File: src/rtl/calc_sequencer.sv
// Control sequencer for the two-function calculator: captures A, function and B,
// runs the arithmetic unit and holds its result for the display.
module calc_sequencer #(
  parameter int N       = 8,
  parameter int RW      = 16,
  parameter int TIMEOUT = 255
) (
  input  logic          clk,
  input  logic          reset,
  input  logic          key_trig,
  input  logic [3:0]    key_val,
  input  logic [N-1:0]  operand,
  input  logic          alu_done,
  input  logic [RW-1:0] alu_result,
  input  logic          alu_err,
  output logic [N-1:0]  alu_a,
  output logic [N-1:0]  alu_b,
  output logic          alu_op,
  output logic          alu_start,
  output logic          entry_clr,
  output logic [RW-1:0] result,
  output logic          result_valid,
  output logic          err,
  output logic [2:0]    state
);

  localparam int CW = $clog2(TIMEOUT + 1);

  typedef enum logic [2:0] {
    S_A     = 3'd0,
    S_B     = 3'd1,
    S_START = 3'd2,
    S_WAIT  = 3'd3,
    S_SHOW  = 3'd4
  } state_t;

  state_t        cur;
  logic          key_q;
  logic          key_evt;
  logic [3:0]    key_code;
  logic [CW-1:0] cnt;
  logic          is_clr;
  logic          is_fn;
  logic          is_eq;

  assign state = cur;

  // Edge-detect the strobe and register it with its key code; the FSM acts one clock later.
  always_ff @(posedge clk or negedge reset) begin
    if (!reset) begin
      key_q    <= 1'b0;
      key_evt  <= 1'b0;
      key_code <= 4'h0;
    end else begin
      key_q    <= key_trig;
      key_evt  <= key_trig & ~key_q;
      key_code <= key_val;
    end
  end

  assign is_clr = key_evt && (key_code == 4'hE);
  assign is_fn  = key_evt && (key_code[3:1] == 3'b101);
  assign is_eq  = key_evt && (key_code == 4'hF);

  always_ff @(posedge clk or negedge reset) begin
    if (!reset) begin
      cur          <= S_A;
      alu_a        <= '0;
      alu_b        <= '0;
      alu_op       <= 1'b0;
      alu_start    <= 1'b0;
      entry_clr    <= 1'b0;
      result       <= '0;
      result_valid <= 1'b0;
      err          <= 1'b0;
      cnt          <= '0;
    end else begin
      alu_start <= 1'b0;
      entry_clr <= 1'b0;
      // Clear overrides everything, including a done arriving in the same cycle.
      if (is_clr) begin
        cur          <= S_A;
        entry_clr    <= 1'b1;
        alu_a        <= '0;
        alu_b        <= '0;
        alu_op       <= 1'b0;
        result       <= '0;
        result_valid <= 1'b0;
        err          <= 1'b0;
        cnt          <= '0;
      end else begin
        case (cur)
          S_A: begin
            if (is_fn) begin
              alu_a     <= operand;
              alu_op    <= key_code[0];
              entry_clr <= 1'b1;
              cur       <= S_B;
            end
          end
          S_B: begin
            if (is_eq) begin
              alu_b     <= operand;
              alu_start <= 1'b1;
              cur       <= S_START;
            end else if (is_fn) begin
              alu_op <= key_code[0];
            end
          end
          S_START: begin
            cnt <= '0;
            cur <= S_WAIT;
          end
          S_WAIT: begin
            if (alu_done) begin
              result       <= alu_result;
              err          <= alu_err;
              result_valid <= 1'b1;
              cur          <= S_SHOW;
            end else if (cnt == CW'(TIMEOUT - 1)) begin
              result       <= '0;
              err          <= 1'b1;
              result_valid <= 1'b1;
              cur          <= S_SHOW;
            end else if (cnt != {CW{1'b1}}) begin
              cnt <= cnt + 1'b1;
            end
          end
          S_SHOW: begin
            cur <= S_SHOW;
          end
          default: begin
            cur <= S_A;
          end
        endcase
      end
    end
  end

endmodule

File: config.mk
export PLATFORM = sky130hd
export DESIGN_NAME = calc_sequencer
export DESIGN_NICKNAME = d
export VERILOG_FILES = /design/src/rtl/calc_sequencer.sv
export SDC_FILE = /design/constraint.sdc
export NUM_CORES = 1
export LEC_CHECK = 0
export BUFFER_PORTS_ARGS = -buffer_cell sky130_fd_sc_hd__buf_2
export CAP_MARGIN = 20
export CORE_MARGIN = 2
export CORE_UTILIZATION = 35
export CTS_CLUSTER_SIZE = 40
export DETAILED_ROUTE_END_ITERATION = 16
export PLACE_DENSITY = 0.69
export SETUP_SLACK_MARGIN = 0.3
export SLEW_MARGIN = 40
export SYNTH_ARGS = -nofsm -noshare
export SYNTH_HDL_FRONTEND = slang
export SYNTH_SLANG_ARGS = --single-unit
export TNS_END_PERCENT = 30
File: constraint.sdc
create_clock -name clk -period 1.6 [get_ports clk]
set_clock_uncertainty 0.05 [all_clocks]
set_input_delay 0 -clock clk [delete_from_list [all_inputs] [get_ports clk]]
set_output_delay 0 -clock clk [all_outputs]
set_load 0.01 [all_outputs]
==> impl.org <==
** Logic synthesis
- The average instance in the mapped netlist occupies roughly 11 um^2.
- Predominant post-synthesis flop cell :: sky130_fd_sc_hd__dfrtp_1
- Synthesis inferred 54 register bits.
- The synthesized netlist contains 42 unique library cells.
- Proportion of synthesized chip area in sequential cells :: between 50% and 60%
- Yosys mapped a number of flops with a built-in enable equal to 0.
- During synthesis, Yosys emitted a total of 0 warnings.
- Counting every net in the synthesized netlist gives around 250.
- Fraction of synthesis flops using an asynchronous set or reset pin :: 100%
- Post-synth design cell area :: around 2400 um^2
- Instance count of the mapped netlist :: roughly 210

** Placed design
- GPL Wtd Cong :: just under 0.8
- Timing analysis after detailed placement gives a worst setup slack of -0.0787 ns.
- Count of port buffers added during placement :: about 70
- Detail Placement HPWL :: 3810 um
- The number of placed instances, taps included, is approximately 370.

** Timing
- Final period demand of the worst path :: between 1 and 1.5 ns
- Tightest Pin Transition :: between 0.5 and 0.6 ns
- Max-slew headroom at the worst pin :: between 60 and 70%
- Setup violations remaining at the end of the flow were counted as 0.
- The number of endpoints with negative hold slack in the final report was 0.
- Timing would allow up to approximately 670 MHz.
- Portion of the clock cycle consumed by the worst path in the final layout :: between 90% and 100%
- The number of max-slew violations in the final report came to 0.
- RSZ-0062 raised after global routing :: true
- Minimum setup slack in the final design :: 0.115 ns

** Drt
- Detail-routed via count per cell :: between 5 and 6
- After the first detailed-routing iteration, the DRC count stood at 96.
- WL/cell :: 14.4 um
- The final layout contains routed wiring with a total length of around 5900 um.
- Detailed routing inserted a total of ~2100 vias.
- The first detailed-routing pass took 4 iterations.
- Final routed DRC violation total :: 0
- Antenna Nets Post-Route :: 0

** Cells and area
- Count of inserted antenna diode cells :: 0
- At the end of the flow, the number of nets in the layout was 370.
- After filler insertion, the fill cell instance count of the layout stands at approximately 570.
- Final standard cell count with taps included and fillers excluded :: about 410
- Summing all flip-flop and latch instances after layout gives roughly 1400 um^2.
- Multi-input gate area in the final layout :: ~1000 um^2
- Fraction of layout cells with a size suffix above 1 :: between 30% and 40%
- Post-synthesis to final-layout area growth :: 45.5%

** Setup path
- Measured in cells, the most critical reg-to-reg path has a length of 5.
- Capture instance of the worst register-to-register path :: cnt[5]
- Source of the worst register-to-register timing path :: cnt[1]
- Nature of the critical path endpoint :: flip-flop
- The critical path contains buffers and inverters numbering 0 combined.
- The worst setup path is of the flip-flop to flip-flop kind.
- Largest delay share family, worst path :: compound AO/OA/AOI/OAI gates
- Along the worst path, the maximum fanout reaches 5.
- Register-to-Register Setup Slack :: roughly 0.11 ns
- Critical path arrival :: about 1.7 ns
- The worst setup path is launched from a flip-flop.
- Stage delay of the slowest cell on the critical path :: 0.40 ns
- STA puts the critical path data required time at between 1.5 and 2 ns.
- Critical-path top delay cell :: sky130_fd_sc_hd__dfrtp_2
- Cells along the critical path :: ha_2 > nand2_1 > o31ai_4 > and2_1 > a22o_1

** Power and ir drop
- Combinational cells account for roughly 43% of the total power.
- The analysis attributes to cell leakage a power of ~1.7 nW.
- The clock network is responsible for between 10 and 15% of the overall power.
- Net switching is between 30% and 40% of the power.
- VDD sags by at most roughly 0.88 mV.
- Summed over all nets, the switching power comes to about 1.8 mW.
- Internal Power :: ~3.2 mW
- Of the total power, registers draw between 40% and 50%.
- Power per cell area :: 1450 nW/um^2

** Worst hold path
- The worst hold path was traced through 4 stages.
- For hold timing, the worst endpoint is state[1].
- In this run the worst hold path is classified as primary input to flip-flop.
- Hold Crit Start :: alu_done

** Clock network
- CTS saw 54 sinks.
- Clk slew on worst S/H paths :: 0.09 ns
- Maximum level of the CTS H-tree :: 2
- The longest clock path from root to sink contains 2 buffers.
- CTS placed an instance of sky130_fd_sc_hd__clkbuf_8 at the clock tree root.
- Latest clock arrival within the worst-skew pair :: 0.30 ns
- Number of buffers added by the clock tree synthesis step :: 5
- TritonCTS built the clock tree.

** Global route
- Total overflow reported by the global router :: 0
- The number of antenna violations at the first check in global routing is 0.
- Via count of the first global-routing pass :: ~2100
- First-pass GRT wire length :: approximately 9800 um
- Maximum number of pins on one net before global-route repair :: between 50 and 60
- Global routing used 16.4% of the available tracks across all layers.

** Floorplanning
- Die H :: around 86 um
- Initial standard-cell utilization of the core :: between 30% and 40%
- Core Rows :: 29
- DIE AREA :: around 7400 um^2
- After floorplanning, the core was sized to cover approximately 6500 um^2.
- For this design the top-level I/O count stands at 73.
- The floorplan step set the die width to between 80 and 90 um.

** Job
- Max-cap violations in this run came to 0.

** Run status
- Result of the run :: complete, no violations
[per-layer routing]
| metal | part of all wire [%] | GRT usage, % | vias up |
|---|---|---|---|
| li1 | - | - | 1003 |
| met1 | 43 | 20.5 | 1016 |
| met2 | 51 | 28.8 | 55 |
| met3 | 5.5 | 3.81 | 8 |
| met4 | 1.1 | 4.12 | 0 |
| met5 | 0 | 0 | - |
[worst min-delay path, cell delays in order]
cell	delay, ns
sky130_fd_sc_hd__buf_2	0.18
sky130_fd_sc_hd__a31oi_4	0.07
sky130_fd_sc_hd__nor2_1	0.09
sky130_fd_sc_hd__nor4_1	0.06
[cell type report]
class                           count  share of cell area, %
Clock buffer                        6                   2.10
Clock inverter                      1                  0.218
Inverter                           13                   1.41
Multi-Input combinational cell    136                   28.9
Sequential cell                    54                   39.3
Tap cell                           77                   2.79
Timing Repair Buffer              125                   25.2
[repair_timing]
action	CTS	global route
pin swaps	2	5
hold buffers	31	0
endpoints found under the hold margin	93	0
gates resized for setup	10	13
setup buffers	4	3
cloned	0	1
endpoints found under the setup margin	46	46
[layout by cell type, fill, tap and decap left out, drive strengths merged, types with 2 or more instances in the layout]
cell type | synthesis | final
a22oi | 4 | 4
mux2i | 10 | 10
nand3b | 4 | 4
a31oi | 6 | 6
and3b | 2 | 2
dfrtp | 54 | 54
nor2b | 3 | 3
nand4 | 3 | 3
a21oi | 8 | 8
buf | 10 | 94
nand2 | 23 | 23
o21ai | 15 | 15
a22o | 17 | 17
nand3 | 6 | 6
clkbuf | 0 | 6
nor3 | 2 | 2
o31ai | 2 | 2
ha | 2 | 2
nor2 | 7 | 7
o21a | 3 | 3
and2 | 3 | 3
and3 | 4 | 4
inv | 13 | 13
nor3b | 2 | 2
dlygate4sd3 | 0 | 31
[state kept, by name, summed over array words and instances, names as in the netlist, 3 cells and up]
register  count
alu_b         8
state         3
result       16
cnt           8
alu_a         8
key_code      4
[stage by stage]
stage	total power, mW	cell area, um^2	util [%]	TNS, ns	hold WS [ns]
3_3_place_gp	4.06	2920	45.2	-0.393	-0.0326
4_1_cts	4.99	3380	52.3	0	0.0794
6_report	5.00	3450	53.4	0	0.0775
3_5_place_dp	4.12	2920	45.2	-0.941	-0.0326
2_1_floorplan	3.33	2420	-	0	-0.346
5_1_grt	5.36	3450	53.4	0	0.103
[power groups by stage]
stage	Combinational, mW	Clock [mW]	Sequential, mW
floorplan	0.959	0	2.37
global placement	1.90	0	2.17
detailed placement	1.96	0	2.16
CTS	2.10	0.742	2.14
global route	2.35	0.783	2.22
finish	2.14	0.721	2.15
[how the worst max path moves through the flow]
stage                 from         end  slack [ns]  depth (start not counted)
3_3_place_gp      state[0]   result[5]       -0.03                          5
6_report            cnt[1]      cnt[5]        0.11                          5
4_1_cts             cnt[0]      cnt[0]        0.11                          5
5_1_grt        key_code[1]    alu_a[6]        0.03                          6
3_5_place_dp      state[0]    alu_b[4]       -0.08                          3
2_1_floorplan       cnt[2]  result[10]        0.13                          6
[Yosys cell counts, types with 2 or more instances]
master | number | share of area (%)
sky130_fd_sc_hd__and2_1 | 2 | 0.53
sky130_fd_sc_hd__nand3_1 | 6 | 1.3
sky130_fd_sc_hd__nor2_1 | 6 | 0.95
sky130_fd_sc_hd__buf_6 | 2 | 0.95
sky130_fd_sc_hd__a22o_2 | 6 | 2.5
sky130_fd_sc_hd__a22oi_1 | 4 | 1.3
sky130_fd_sc_hd__and3_1 | 3 | 0.79
sky130_fd_sc_hd__inv_1 | 13 | 2.1
sky130_fd_sc_hd__nand4_1 | 3 | 0.79
sky130_fd_sc_hd__nor3_1 | 2 | 0.42
sky130_fd_sc_hd__and3b_1 | 2 | 0.74
sky130_fd_sc_hd__a31oi_1 | 5 | 1.3
sky130_fd_sc_hd__dfrtp_1 | 54 | 57
sky130_fd_sc_hd__nand3b_1 | 4 | 1.3
sky130_fd_sc_hd__o21a_1 | 2 | 0.63
sky130_fd_sc_hd__nand2_1 | 23 | 3.6
sky130_fd_sc_hd__nor3b_1 | 2 | 0.63
sky130_fd_sc_hd__a22o_1 | 11 | 4.1
sky130_fd_sc_hd__buf_2 | 8 | 1.7
sky130_fd_sc_hd__a21oi_1 | 8 | 1.7
sky130_fd_sc_hd__mux2i_1 | 10 | 4.2
sky130_fd_sc_hd__nor2b_1 | 3 | 0.79
sky130_fd_sc_hd__ha_1 | 2 | 1.1
sky130_fd_sc_hd__o21ai_0 | 14 | 3.0
[cell families (layout without fill, tap and decap cells)]
logic type / after synthesis / after routing / synth area share [%]
compound gates: 57 / 57 / 17.8
fa+ha+maj: 2 / 2 / 1.06
flops: 54 / 54 / 57.0
xor+xnor: 1 / 1 / 0.369
mux: 10 / 10 / 4.22
simple gates: 66 / 66 / 14.8
buf+inv: 23 / 145 / 4.70
Note: power is estimated with default switching activity, not from simulation.
